[config.mk]
export PLATFORM = sky130hd
export DESIGN_NAME = data_island_packet_scheduler
export DESIGN_NICKNAME = d
export VERILOG_FILES = /design/src/rtl/hdmi_packet_pkg.sv /design/src/rtl/packet_request_tracker.sv /design/src/rtl/data_island_packet_scheduler.sv
export SDC_FILE = /design/constraint.sdc
export NUM_CORES = 1
export LEC_CHECK = 0
export CAP_MARGIN = 20
export CELL_PAD_IN_SITES_DETAIL_PLACEMENT = 1
export CELL_PAD_IN_SITES_GLOBAL_PLACEMENT = 1
export CORE_ASPECT_RATIO = 0.9
export CORE_MARGIN = 3
export CORE_UTILIZATION = 41
export CTS_CLUSTER_SIZE = 10
export DETAILED_ROUTE_END_ITERATION = 8
export PLACE_DENSITY = 0.89
export SKIP_CTS_REPAIR_TIMING = 1
export SLEW_MARGIN = 20
export SYNTH_ARGS = -nofsm -noshare
export SYNTH_HDL_FRONTEND = slang
export SYNTH_SLANG_ARGS = --single-unit
[constraint.sdc]
create_clock -name clk_pixel -period 4.85 [get_ports clk_pixel]
set_input_delay 0.97 -clock clk_pixel [delete_from_list [all_inputs] [get_ports clk_pixel]]
set_output_delay 0.97 -clock clk_pixel [all_outputs]
set_load 0.05 [all_outputs]
[src/rtl/hdmi_packet_pkg.sv]
// Shared HDMI data-island packet definitions: HB0 type codes and grant bit positions.
package hdmi_packet_pkg;

  localparam logic [7:0] PKT_NULL            = 8'h00;
  localparam logic [7:0] PKT_ACR             = 8'h01;
  localparam logic [7:0] PKT_AUDIO_SAMPLE    = 8'h02;
  localparam logic [7:0] PKT_AVI_INFOFRAME   = 8'h82;
  localparam logic [7:0] PKT_AUDIO_INFOFRAME = 8'h84;

  localparam int GRANT_W = 4;

  // Bit positions inside the one-hot packet_grant vector.
  typedef enum logic [1:0] {
    GRANT_ACR   = 2'd0,
    GRANT_AUDIO = 2'd1,
    GRANT_AVI   = 2'd2,
    GRANT_AIF   = 2'd3
  } grant_idx_e;

endpackage

[src/rtl/packet_request_tracker.sv]
// Per-source outstanding-request bookkeeping: ACR flag, saturating audio count, InfoFrame flags.
module packet_request_tracker
  import hdmi_packet_pkg::*;
#(
  parameter int SAMPLE_CNT_WIDTH = 3
) (
  input  logic                        clk_pixel,
  input  logic                        reset_n,
  input  logic                        acr_toggle,
  input  logic                        audio_sample_valid,
  input  logic                        frame_start,
  input  logic [GRANT_W-1:0]          consume,
  output logic                        acr_pending,
  output logic [SAMPLE_CNT_WIDTH-1:0] sample_cnt,
  output logic                        avi_pending,
  output logic                        aif_pending,
  output logic                        acr_overrun_evt,
  output logic                        audio_overflow_evt,
  output logic                        infoframe_miss_evt
);

  localparam logic [SAMPLE_CNT_WIDTH-1:0] CNT_MAX = '1;

  logic                        acr_toggle_q;
  logic                        acr_edge;
  logic                        acr_pending_q, acr_pending_d;
  logic [SAMPLE_CNT_WIDTH-1:0] sample_cnt_q, sample_cnt_d;
  logic                        avi_pending_q, avi_pending_d;
  logic                        aif_pending_q, aif_pending_d;

  assign acr_edge = acr_toggle ^ acr_toggle_q;

  always_comb begin
    // NOTE: every signal driven here gets a default first, so no path can infer a latch.
    acr_pending_d      = acr_pending_q;
    sample_cnt_d       = sample_cnt_q;
    avi_pending_d      = avi_pending_q;
    aif_pending_d      = aif_pending_q;

    // A new request always beats the consume of the old one in the same cycle.
    if (acr_edge)                acr_pending_d = 1'b1;
    else if (consume[GRANT_ACR]) acr_pending_d = 1'b0;

    if (audio_sample_valid && !consume[GRANT_AUDIO]) begin
      if (sample_cnt_q != CNT_MAX) sample_cnt_d = sample_cnt_q + 1'b1;
    end else if (!audio_sample_valid && consume[GRANT_AUDIO]) begin
      sample_cnt_d = sample_cnt_q - 1'b1;
    end

    if (frame_start)             avi_pending_d = 1'b1;
    else if (consume[GRANT_AVI]) avi_pending_d = 1'b0;
    if (frame_start)             aif_pending_d = 1'b1;
    else if (consume[GRANT_AIF]) aif_pending_d = 1'b0;

    acr_overrun_evt    = acr_edge && acr_pending_q && !consume[GRANT_ACR];
    audio_overflow_evt = audio_sample_valid && !consume[GRANT_AUDIO]
                         && (sample_cnt_q == CNT_MAX);
    infoframe_miss_evt = frame_start
                         && ((avi_pending_q && !consume[GRANT_AVI])
                          || (aif_pending_q && !consume[GRANT_AIF]));
  end

  // NOTE: sequential state is updated with non-blocking assignments only.
  always_ff @(posedge clk_pixel or negedge reset_n) begin
    if (!reset_n) begin
      acr_toggle_q  <= 1'b0;
      acr_pending_q <= 1'b0;
      sample_cnt_q  <= '0;
      avi_pending_q <= 1'b0;
      aif_pending_q <= 1'b0;
    end else begin
      acr_toggle_q  <= acr_toggle;
      acr_pending_q <= acr_pending_d;
      sample_cnt_q  <= sample_cnt_d;
      avi_pending_q <= avi_pending_d;
      aif_pending_q <= aif_pending_d;
    end
  end

  assign acr_pending = acr_pending_q;
  assign sample_cnt  = sample_cnt_q;
  assign avi_pending = avi_pending_q;
  assign aif_pending = aif_pending_q;

endmodule

[src/rtl/data_island_packet_scheduler.sv]
// Picks the packet type for each data-island slot: fixed priority with an audio-burst
// limit that forces a pending InfoFrame through, plus sticky overrun/miss status.
module data_island_packet_scheduler
  import hdmi_packet_pkg::*;
#(
  parameter int SAMPLE_CNT_WIDTH = 3,
  parameter int AUDIO_BURST_MAX  = 4
) (
  input  logic               clk_pixel,
  input  logic               reset_n,
  input  logic               packet_slot,
  input  logic               acr_toggle,
  input  logic               audio_sample_valid,
  input  logic               frame_start,
  input  logic               clear_status,
  output logic               packet_valid,
  output logic [7:0]         packet_type,
  output logic [GRANT_W-1:0] packet_grant,
  output logic               acr_overrun,
  output logic               audio_overflow,
  output logic               infoframe_miss
);

  localparam int                   BURST_W     = $clog2(AUDIO_BURST_MAX + 1);
  localparam logic [BURST_W-1:0]   BURST_LIMIT = BURST_W'(AUDIO_BURST_MAX);

  logic                        acr_pending, avi_pending, aif_pending;
  logic [SAMPLE_CNT_WIDTH-1:0] sample_cnt;
  logic                        acr_overrun_evt, audio_overflow_evt, infoframe_miss_evt;
  logic                        if_pending, force_if;
  logic [GRANT_W-1:0]          grant_sel, consume;
  logic [7:0]                  type_sel;
  logic [BURST_W-1:0]          burst_q, burst_d;

  logic                        packet_valid_q;
  logic [7:0]                  packet_type_q;
  logic [GRANT_W-1:0]          packet_grant_q;
  logic                        acr_overrun_q, audio_overflow_q, infoframe_miss_q;

  packet_request_tracker #(
    .SAMPLE_CNT_WIDTH (SAMPLE_CNT_WIDTH)
  ) u_tracker (
    .clk_pixel          (clk_pixel),
    .reset_n            (reset_n),
    .acr_toggle         (acr_toggle),
    .audio_sample_valid (audio_sample_valid),
    .frame_start        (frame_start),
    .consume            (consume),
    .acr_pending        (acr_pending),
    .sample_cnt         (sample_cnt),
    .avi_pending        (avi_pending),
    .aif_pending        (aif_pending),
    .acr_overrun_evt    (acr_overrun_evt),
    .audio_overflow_evt (audio_overflow_evt),
    .infoframe_miss_evt (infoframe_miss_evt)
  );

  assign if_pending = avi_pending || aif_pending;
  assign force_if   = (burst_q == BURST_LIMIT) && if_pending;

  always_comb begin
    grant_sel = '0;
    type_sel  = PKT_NULL;
    if (acr_pending) begin
      grant_sel[GRANT_ACR] = 1'b1;
      type_sel             = PKT_ACR;
    end else if ((sample_cnt != '0) && !force_if) begin
      grant_sel[GRANT_AUDIO] = 1'b1;
      type_sel               = PKT_AUDIO_SAMPLE;
    end else if (avi_pending) begin
      grant_sel[GRANT_AVI] = 1'b1;
      type_sel             = PKT_AVI_INFOFRAME;
    end else if (aif_pending) begin
      grant_sel[GRANT_AIF] = 1'b1;
      type_sel             = PKT_AUDIO_INFOFRAME;
    end
  end

  assign consume = packet_slot ? grant_sel : '0;

  // The burst count only measures how long audio has held off a waiting InfoFrame.
  always_comb begin
    burst_d = burst_q;
    if (!if_pending) begin
      burst_d = '0;
    end else if (packet_slot) begin
      if (!grant_sel[GRANT_AUDIO])    burst_d = '0;
      else if (burst_q != BURST_LIMIT) burst_d = burst_q + 1'b1;
    end
  end

  always_ff @(posedge clk_pixel or negedge reset_n) begin
    if (!reset_n) begin
      burst_q          <= '0;
      packet_valid_q   <= 1'b0;
      packet_type_q    <= PKT_NULL;
      packet_grant_q   <= '0;
      acr_overrun_q    <= 1'b0;
      audio_overflow_q <= 1'b0;
      infoframe_miss_q <= 1'b0;
    end else begin
      burst_q        <= burst_d;
      packet_valid_q <= packet_slot;
      packet_grant_q <= consume;
      if (packet_slot) packet_type_q <= type_sel;
      // A status event in the clearing cycle still lands.
      acr_overrun_q    <= acr_overrun_evt    || (acr_overrun_q    && !clear_status);
      audio_overflow_q <= audio_overflow_evt || (audio_overflow_q && !clear_status);
      infoframe_miss_q <= infoframe_miss_evt || (infoframe_miss_q && !clear_status);
    end
  end

  assign packet_valid   = packet_valid_q;
  assign packet_type    = packet_type_q;
  assign packet_grant   = packet_grant_q;
  assign acr_overrun    = acr_overrun_q;
  assign audio_overflow = audio_overflow_q;
  assign infoframe_miss = infoframe_miss_q;

endmodule

==> flow_summary.toml <==
[sta]
post-route-period-util_pct = 56.30
worstMarginPinSlew_ns = 0.9681
slew_viol_final = 0
finalSetupViolCount = 0
max_slew_margin_pct = 35.26
min_period_ns = 2.730
finalHoldViolCount = 0
clock_skew_ns = 0.002219
rsz0062_at_grt = "false"
fmax_mhz = 366.3
finalSetupTns_ns = 0

[synth]
synth_fa_ha_area_share_pct = 5.320
seq_area_frac_synth_pct = 53.20
synth_top_family_by_area = "compound AO/OA/AOI/OAI gates"
ys_seq_elements = 22
avgSynthCellArea_um2 = 11.37
synthDistinctLibCells = 40
synth.area.mux_share_pct = 2.418
synth_ff_type = "dfrtp_1"
synth_compound_area_share_pct = 16.81
syn_inst = 91
yosys.area_share.simple_pct = 14.27
syn_area_um2 = 1035
synth-edff-count = 0
ys_warn_count = 0
async_flop_share_pct = 100.0
synthXorXnorAreaFrac_pct = 0.8464

[global_route]
overflow = 0
grt_pass1_vias = 824
grtUsageTotal_pct = 16.11
grt_max_degree = 23
grt_pass1_wl_um = 3788
grt_antenna_before_repair = 0

[routing]
firstDrtPassIters = 4
vias_per_cell = 5.338
first_iter_violations = 6
wire_per_inst_um = 15.36
drc = 0
routed_wl_um = 2089
drtAntennaViolNets = 0
via_count = 726

[worst_setup_path]
slowest_stage = "clkdlybuf4s50_1"
path_max_fanout = 7
critPathKind = "input pin to flop"
critPathLaunchType = "input pin"
crit_chain = "clkdlybuf4s50_1, and2b_2, nand3_4, nand2_1, fa_1, mux2_4, o22a_1"
critPathCaptureType = "flop"
cp.arrival_ns = 2.92
critPathRequiredTime_ns = 5.04
cp_slowest_stage_delay_ns = 0.54

[finish]
nets = 121
area_growth_syn_to_layout_pct = 19.59
drive_gt1_share_pct = 9.174
n_antenna_cell = 0
post-route-cell-area_um2 = 1237

[floorplanning]
io_pins = 23
die_area_um2 = 3164
initial_utilization_pct = 45.34
die_y_um = 53.66
row_count = 16
core_um2 = 2282
dieWidth_um = 58.96

[clock_network]
cts_tree = "yes"
clk_pin_slew_ns = 0.11
h-tree-depth = 1
cts_buffers = 3
cts.sinks = 22
clk_path_buf_depth = 2
clock_latency_ns = 0.29
root_buffer = "clkbuf_4"

[run]
drv_cap = 0

[power]
cellPowerDensity_nw_per_um2 = 414.4
worst_ir_drop_vdd_v = 0.0002244
p_leak_nw = 0.5682

[placed_design]
dpl-instance-area_um2 = 1215
place_hpwl_um = 1623
place_congestion = 0.8109
port-buffer-count = 18

[outcome]
status = "finished, final reports clean"

[hold_path]
hp-class = "flop to flop"
[kinds of logic after synthesis]
logic type / count (synthesis)
buffers and inverters: 12
flip-flops: 22
AO/OA/AOI/OAI: 24
multiplexers: 2
AND/OR/NAND/NOR: 25
XOR/XNOR: 1
other: 1
adder cells (fa/ha/maj): 4
[state kept, by name (all words and copies together) (netlist names), 3 cells and up]
register / count
u_tracker.sample_cnt: 3
packet_grant: 4
packet_type: 4
burst_q: 3
[cell usage after synthesis, types with 2 or more instances]
| cell type | n | share of area [%] |
|---|---|---|
| a21o_1 | 4 | 2.9 |
| a21oi_1 | 2 | 0.97 |
| a22oi_1 | 3 | 2.2 |
| buf_4 | 4 | 2.9 |
| dfrtp_1 | 22 | 53 |
| ha_1 | 2 | 2.4 |
| inv_1 | 5 | 1.8 |
| nand2_1 | 4 | 1.5 |
| nand3_1 | 3 | 1.5 |
| nor2_1 | 6 | 2.2 |
| nor3_1 | 2 | 0.97 |
| o21ai_0 | 4 | 1.9 |
| o2bb2ai_1 | 3 | 2.5 |
[per-layer routing]
layer,wire (um),up-vias,part of all wire [%],track usage (%)
met3,62,2,3.0,4.077
li1,-,352,-,-
met1,935,362,45,20.27
met5,0,-,0,0
met2,1074,10,51,26.84
met4,17,0,0.81,6.038
[report_power, final]
group          internal (mW)  switching, mW
logic                 0.0778          0.111
registers              0.212         0.0332
clock network         0.0289         0.0496
total                  0.319          0.194
[critical path: cells and delay by family]
family / cells / cell delay (ns)
buf+inv: 1 / 0.54
fa+ha+maj: 1 / 0.44
compound gates: 1 / 0.19
mux: 1 / 0.27
simple gates: 3 / 0.50
[final cells by class]
class / count / area, um2
fillers: 261 / 1045
flip-flops and latches: 22 / 550.5
multi-input cells: 60 / 425.4
repair buffers: 18 / 180.2
well taps: 27 / 33.78
inverters: 6 / 25.02
clock buffers: 3 / 22.52
[cells in the final DEF, fill, tap and decap left out, drive strengths merged, types with 2 or more instances in the layout]
cell | synthesis | final
conb | 1 | 4
o21ai | 5 | 5
inv | 6 | 6
nor3 | 2 | 2
clkdlybuf4s50 | 0 | 18
dfrtp | 22 | 22
nand3 | 4 | 4
nor2 | 6 | 6
nand2 | 4 | 4
o2bb2ai | 3 | 3
clkbuf | 1 | 3
a22oi | 3 | 3
a21oi | 2 | 2
ha | 2 | 2
a21o | 4 | 4
or3 | 2 | 2
[worst paths after layout]
check | to | depth (start not counted) | slack [ns] | from
max | u_tracker.sample_cnt[1]$_DFFE_PN0P_ | 7 | 2.12 | packet_slot
min | packet_type[0]$_DFFE_PN0P_ | 1 | 0.50 | packet_type[0]$_DFFE_PN0P_
max reg2reg | u_tracker.sample_cnt[1]$_DFFE_PN0P_ | 6 | 2.61 | u_tracker.avi_pending$_DFFE_PN0P_
min reg2reg | packet_type[0]$_DFFE_PN0P_ | 1 | 0.50 | packet_type[0]$_DFFE_PN0P_
max in group asynchronous | u_tracker.sample_cnt[0]$_DFFE_PN0P_ | 1 | 3.06 | reset_n
min in group asynchronous | packet_grant[3]$_DFF_PN0_ | 1 | 1.20 | reset_n
[per-stage QoR]
step / utilization [%] / total power, mW / hold slack (ns) / setup slack [ns] / std cells
after global placement: 53.23 / 0.4253 / 0.4628 / 1.888 / 133
after CTS: 54.22 / 0.5182 / 0.5075 / 2.132 / 136
after detailed placement: 53.23 / 0.4394 / 0.4734 / 1.814 / 133
after global routing: 54.22 / 0.5492 / 0.5383 / 2.058 / 136
final: 54.22 / 0.5127 / 0.4991 / 2.120 / 136
after floorplan: - / 0.3822 / 0.4764 / 2.449 / 94
Power figures use the tool's default switching activity.
